$ cat config.mk
export PLATFORM = sky130hd
export DESIGN_NAME = inst_fetch
export DESIGN_NICKNAME = d
export VERILOG_FILES = /design/src/rtl/inst_fetch_pkg.sv /design/src/rtl/fetch_hold_buf.sv /design/src/rtl/inst_fetch.sv
export SDC_FILE = /design/constraint.sdc
export NUM_CORES = 1
export LEC_CHECK = 0
export ABC_AREA = 1
export BUFFER_PORTS_ARGS = -buffer_cell sky130_fd_sc_hd__clkbuf_2
export CAP_MARGIN = 20
export CORE_MARGIN = 3
export CORE_UTILIZATION = 50
export CTS_BUF_LIST = sky130_fd_sc_hd__clkbuf_8
export DETAILED_ROUTE_END_ITERATION = 8
export PLACE_DENSITY_LB_ADDON = 0.15
export RECOVER_POWER = 50
export REMOVE_ABC_BUFFERS = 1
export SLEW_MARGIN = 20
export SYNTH_ARGS = -nofsm -noshare
export SYNTH_HDL_FRONTEND = slang
export SYNTH_SLANG_ARGS = --single-unit
$ cat constraint.sdc
create_clock -name clk -period 2.7 [get_ports clk]
set_clock_uncertainty 0.1 [all_clocks]
set_input_delay 0.405 -clock clk [delete_from_list [all_inputs] [get_ports clk]]
set_output_delay 0.405 -clock clk [all_outputs]
set_load 0.01 [all_outputs]
$ cat src/rtl/inst_fetch_pkg.sv
// Shared definitions for the RV32I fetch stage: defaults, FSM encoding and the
// {pc,inst} record passed between the fetch datapath and its hold buffer.
package inst_fetch_pkg;

  localparam logic [31:0] RESET_PC_DEF = 32'h0000_0000;
  localparam logic [31:0] NOP_INST_DEF = 32'h0000_0013;
  localparam logic [31:0] PC_STEP      = 32'd4;

  typedef enum logic [1:0] {
    ST_IDLE = 2'b00,
    ST_REQ  = 2'b01,
    ST_WAIT = 2'b10,
    ST_HOLD = 2'b11
  } fetch_state_e;

  typedef struct packed {
    logic [31:0] pc;
    logic [31:0] inst;
  } fetch_word_t;

  function automatic logic [31:0] align_word(input logic [31:0] addr);
    return {addr[31:2], 2'b00};
  endfunction

endpackage

$ cat src/rtl/fetch_hold_buf.sv
// One-entry {pc,inst} buffer that parks a fetched word while decode is stalled.
// Clear wins over load so a redirect always empties it.
module fetch_hold_buf
  import inst_fetch_pkg::*;
(
  input  logic        clk,
  input  logic        rst_n,
  input  logic        load_i,
  input  logic        clear_i,
  input  fetch_word_t word_i,
  output logic        full_o,
  output fetch_word_t word_o
);

  logic        full_q;
  fetch_word_t word_q;

  // Buffer contents and occupancy flag
  always_ff @(posedge clk or negedge rst_n) begin
    if (!rst_n) begin
      full_q <= 1'b0;
      word_q <= '0;
    end else if (clear_i) begin
      full_q <= 1'b0;
    end else if (load_i) begin
      full_q <= 1'b1;
      word_q <= word_i;
    end else begin
      full_q <= full_q;
    end
  end

  assign full_o = full_q;
  assign word_o = word_q;

endmodule

$ cat src/rtl/inst_fetch.sv
// RV32I instruction fetch: single-outstanding imem requests, registered output
// to decode with stall hold, redirect handling and stale-response dropping.
module inst_fetch
  import inst_fetch_pkg::*;
#(
  parameter logic [31:0] RESET_PC = RESET_PC_DEF,
  parameter logic [31:0] NOP_INST = NOP_INST_DEF
) (
  input  logic        clk,
  input  logic        rst_n,
  output logic        imem_req_valid,
  output logic [31:0] imem_req_addr,
  input  logic        imem_req_ready,
  input  logic        imem_rsp_valid,
  input  logic [31:0] imem_rsp_data,
  input  logic        redirect_valid,
  input  logic [31:0] redirect_pc,
  input  logic        if_stall,
  output logic        if_valid,
  output logic [31:0] if_pc,
  output logic [31:0] if_inst,
  output logic        misalign_err
);

  fetch_state_e state_q, state_d;
  logic [31:0]  pc_q, pc_d;
  logic         drop_q, drop_d;
  logic         if_valid_q, if_valid_d;
  logic [31:0]  if_pc_q, if_pc_d;
  logic [31:0]  if_inst_q, if_inst_d;

  logic         hb_load_s, hb_clear_s, hb_full_s;
  fetch_word_t  hb_word_s;
  logic         req_fire_s;

  assign req_fire_s = (state_q == ST_REQ) && imem_req_ready;

  fetch_hold_buf u_hold_buf (
    .clk     (clk),
    .rst_n   (rst_n),
    .load_i  (hb_load_s),
    .clear_i (hb_clear_s),
    .word_i  ('{pc: pc_q, inst: imem_rsp_data}),
    .full_o  (hb_full_s),
    .word_o  (hb_word_s)
  );

  // Next-state logic for FSM, PC, drop flag and decode output register
  always_comb begin
    state_d    = state_q;
    pc_d       = pc_q;
    drop_d     = drop_q;
    if_valid_d = if_valid_q;
    if_pc_d    = if_pc_q;
    if_inst_d  = if_inst_q;
    hb_load_s  = 1'b0;
    hb_clear_s = 1'b0;

    if (redirect_valid) begin
      pc_d       = align_word(redirect_pc);
      if_valid_d = 1'b0;
      if_inst_d  = NOP_INST;
      hb_clear_s = 1'b1;
      // A response still owed by memory must be swallowed before the refetch is issued
      if (((state_q == ST_WAIT) && !imem_rsp_valid) || req_fire_s) begin
        drop_d  = 1'b1;
        state_d = ST_WAIT;
      end else begin
        drop_d  = 1'b0;
        state_d = ST_REQ;
      end
    end else begin
      if (!if_stall) begin
        if_valid_d = 1'b0;
        if_inst_d  = NOP_INST;
      end else begin
        if_valid_d = if_valid_q;
      end

      case (state_q)
        ST_IDLE: state_d = ST_REQ;
        ST_REQ: begin
          if (imem_req_ready) state_d = ST_WAIT;
          else                state_d = ST_REQ;
        end
        ST_WAIT: begin
          if (!imem_rsp_valid) begin
            state_d = ST_WAIT;
          end else if (drop_q) begin
            drop_d  = 1'b0;
            state_d = ST_REQ;
          end else begin
            pc_d = pc_q + PC_STEP;
            if (!if_valid_q || !if_stall) begin
              if_valid_d = 1'b1;
              if_pc_d    = pc_q;
              if_inst_d  = imem_rsp_data;
              state_d    = ST_REQ;
            end else begin
              hb_load_s = 1'b1;
              state_d   = ST_HOLD;
            end
          end
        end
        ST_HOLD: begin
          if (!if_stall) begin
            if_valid_d = hb_full_s;
            if_pc_d    = hb_word_s.pc;
            if_inst_d  = hb_full_s ? hb_word_s.inst : NOP_INST;
            hb_clear_s = 1'b1;
            state_d    = ST_REQ;
          end else begin
            state_d = ST_HOLD;
          end
        end
        default: state_d = ST_IDLE;
      endcase
    end
  end

  // State, PC, drop flag and decode output registers
  always_ff @(posedge clk or negedge rst_n) begin
    if (!rst_n) begin
      state_q    <= ST_IDLE;
      pc_q       <= RESET_PC;
      drop_q     <= 1'b0;
      if_valid_q <= 1'b0;
      if_pc_q    <= 32'h0000_0000;
      if_inst_q  <= NOP_INST;
    end else begin
      state_q    <= state_d;
      pc_q       <= pc_d;
      drop_q     <= drop_d;
      if_valid_q <= if_valid_d;
      if_pc_q    <= if_pc_d;
      if_inst_q  <= if_inst_d;
    end
  end

  assign imem_req_valid = (state_q == ST_REQ);
  assign imem_req_addr  = pc_q;
  assign if_valid       = if_valid_q;
  assign if_pc          = if_pc_q;
  assign if_inst        = if_inst_q;
  assign misalign_err   = redirect_valid && (redirect_pc[1:0] != 2'b00);

endmodule

==> impl_summary.md <==
Drt
The average routed wire per standard cell is 14.6 µm. The final antenna-violating net count is 0. The detailed-route wire length is 20300 µm. The final route contains 7109 vias.

Before antenna repair, the detailed router went through 5 iterations. For this run, design rule violations remaining after detail routing come to 0. The detailed-route vias per instance is 5.11. The DRC violation total after the first TritonRoute iteration is 435.

Floorplanning
The initial standard-cell utilization of the core is 51.4%. From bottom edge to top edge, the die measures 131 µm. The die covers 17200 µm². The core region is 15300 µm². The total I/O pin count is 169. The floorplan has 45 rows. The horizontal die dimension is 131 µm.

Synth
The area fraction of the dominant cell type after synthesis is 49.8%. The register bit count reported by yosys is 159. Of all flip-flops after synthesis, the portion carrying an async set or reset was 100%. Sorting the synthesized cells by area gives the leading types as dfrtp_1, nand2_1, a21oi_1, nor2_1, inv_1. The number of synthesis warnings is 0. The cell count after synthesis is 1013. The flip-flop cell with the highest count after synthesis is dfrtp_1.

The netlist uses 38 different library cells. The number of enable-type register cells in the synthesized netlist is 0. The cell with the most instances after synthesis is nand2_1. The average instance in the mapped netlist occupies 7.74 µm². After synthesis the cells add up to 7840 µm².

The library cell occupying the most area in the post-synthesis netlist is dfrtp_1. After synthesis, the most frequently instantiated cells are nand2_1, dfrtp_1, nor2_1, a21oi_1, inv_1. After synthesis, flip-flops and latches occupy 50.8% of the total area.

Flow run
The number of maximum-capacitance violations is 1.

Power
The leakage dissipation is 4.47 nW. In this run the power density over the cells is 689 nW/µm². IR analysis of the VDD net gives a maximum drop of 0.390 mV.

The total power consumption of the routed design is 6.37 mW.

Setup path
The critical setup path kind is flop to flop. The top fanout value on the critical path is 60. STA classifies the critical path startpoint as a flop. The slack of the worst reg-to-reg path is 0.46 ns. For the worst setup path, the data arrival time is 2.53 ns. STA classifies the critical path endpoint as a flop. STA puts the critical path data required time at 2.98 ns.

Final layout
The number of cells in the finished layout apart from fillers is 1392. The ratio of cells with drive above 1 in the final layout is 16.0%. The number of antenna diodes in the final layout is 0. Fill cells in the final layout number 1499. The number of nets in the finished design is 1239. The area added between synthesis and finish is 18.0%.

Timing
For the pin with the worst max-slew slack, the measured transition is 1.76 ns. The clock period minus worst slack is 2.24 ns. The final number of hold-violating endpoints was 0. The worst pin sits at a relative slew slack of -17.6%. Derived from the worst setup path, the maximum achievable clock frequency is 446 MHz. Setup repair after global routing left no endpoint under its margin. The number of failing setup endpoints in the final timing report is 0.

The number of slew-limit violations in the final report is 72. The worst-case setup margin in the final layout is 0.456 ns. Of the available clock period, the critical path in the final layout requires 83.1%.

Status
The checks that failed: max-capacitance violations, max-slew violations. The flow ran to the end, but the final reports show violations.

Clock tree
The hold-fix buffer count after cts is 1. The count of H-tree levels built during CTS is 4. Gates resized during post-CTS repair numbered 0. For this design, the sink count on the clock tree is 159.

The buffer levels on the longest clock path is 2. Clock-pin slew was measured on the worst setup and hold paths at 0.09 ns. The buffer type at the clock tree root is clkbuf_8. The post-CTS setup-driven buffer insertion count is 0. The clock latency on the worst-skew pair is 0.45 ns.

The number of buffers added by the clock tree synthesis step is 17. TritonCTS built the clock tree.

Global routing
Entering global routing, the biggest net connects 74 pins. The global-route wire length before repair is 34100 µm. In the global route stage, overall resource usage came out at 24.2%. The number of antenna violations at the first check in global routing is 0. The via count of the first global-routing pass was 6666. The total overflow left after global routing is 0.

Placement
Input and output buffers added on the ports amount to 164. The detailed-placement wirelength estimate is 14400 µm. At the end of routability-driven placement, the weighted congestion stood at 0.917. Including well taps, the total number of placed cells is 1359.

The worst slack after detailed placement is 0.562 ns.

Min path
The min-delay analysis places its worst path in the category input pin to flop.
## metrics by stage
step | setup TNS (ns) | cell area, µm² | util (%) | hold WS, ns
floorplan | -22.71 | 7600 | - | 0.00941
global placement | 0 | 8930 | 58.5 | 0.365
detailed placement | 0 | 8930 | 58.5 | 0.373
CTS | 0 | 9320 | 61.1 | 0.0483
global route | 0 | 9250 | 60.6 | 0.0680
finish | 0 | 9250 | 60.6 | 0.0695
## power by group
part / total (mW) / switching (mW) / leakage, nW / internal, mW
Sequential: 3.01 / 0.281 / 2.04 / 2.73
Combinational: 1.59 / 1.01 / 2.24 / 0.584
Clock: 1.77 / 0.923 / 0.199 / 0.843
## layer usage
metal | global-route usage (%) | vias up | share of wire [%]
met1 | 32.9 | 3304 | 45
met5 | 0 | - | 0
met2 | 39.6 | 212 | 48
met4 | 6.88 | 0 | 1.6
li1 | - | 3569 | -
met3 | 4.82 | 24 | 5.6
## cell families after synthesis
family,share of synthesized area (%)
buf+inv,7.64
compound gates,16.7
flops,50.8
fa+ha+maj,0.160
simple gates,24.0
xor+xnor,0.670
other cells,0.0478
## flip-flops by register name, summed over array words and instances, names as in the netlist
| name | count |
|---|---|
| u_hold_buf.full_o | 1 |
| if_inst | 32 |
| drop_q | 1 |
| state_q | 2 |
| imem_req_addr | 30 |
| if_valid | 1 |
| if_pc | 30 |
| u_hold_buf.word_o | 62 |
## path summary, 6_finish.rpt
kind                                              startpoint                                 to  cells after the start
max                                     state_q[1]$_DFF_PN0_              if_pc[13]$_DFFE_PN0P_                      8
min                                        imem_rsp_data[13]  u_hold_buf.word_o[13]$_DFFE_PN0P_                      3
max reg2reg                             state_q[1]$_DFF_PN0_              if_pc[13]$_DFFE_PN0P_                      8
min reg2reg                u_hold_buf.word_o[27]$_DFFE_PN0P_  u_hold_buf.word_o[27]$_DFFE_PN0P_                      2
max in group asynchronous                              rst_n               if_inst[4]$_DFF_PN1_                      3
min in group asynchronous                              rst_n               if_pc[5]$_DFFE_PN0P_                      2
## cell type report
| type | instances | area (µm²) | share of cell area, % |
|---|---|---|---|
| clock buffer | 18 | 248 | 2.68 |
| clock inverter | 14 | 140 | 1.51 |
| inverter | 91 | 342 | 3.69 |
| multi-input combinational | 712 | 3280 | 35.4 |
| sequential | 159 | 3980 | 43.0 |
| tap | 211 | 264 | 2.85 |
| timing repair buffer | 187 | 1000 | 10.8 |
## critical path, cell delays in order (launching register included)
cell     delay, ns
dfrtp_1       0.46
nand2_1       0.31
inv_1         0.18
nand2_1       0.11
nand3_1       0.11
nor3_4        0.12
buf_4         0.51
nor2_1        0.10
a21oi_1       0.13
## placed cells by master (no fill, tap or decap), drive strengths merged, types with 2 or more instances in the layout
master and count:
o211ai 8, xor2 5, a21oi 89, o21a 30
clkinvlp 2, buf 22, o21ai 94, conb 4
bufinv 2, nor2 118, o221ai 3, nand4 5
inv 92, nor3 3, nand3 49, clkinv 9
clkbuf 182, o22ai 2, dfstp 3, nand2 286
o21bai 2, dfrtp 156, a31oi 6, or2 3
Note: power is estimated with default switching activity, not from simulation.
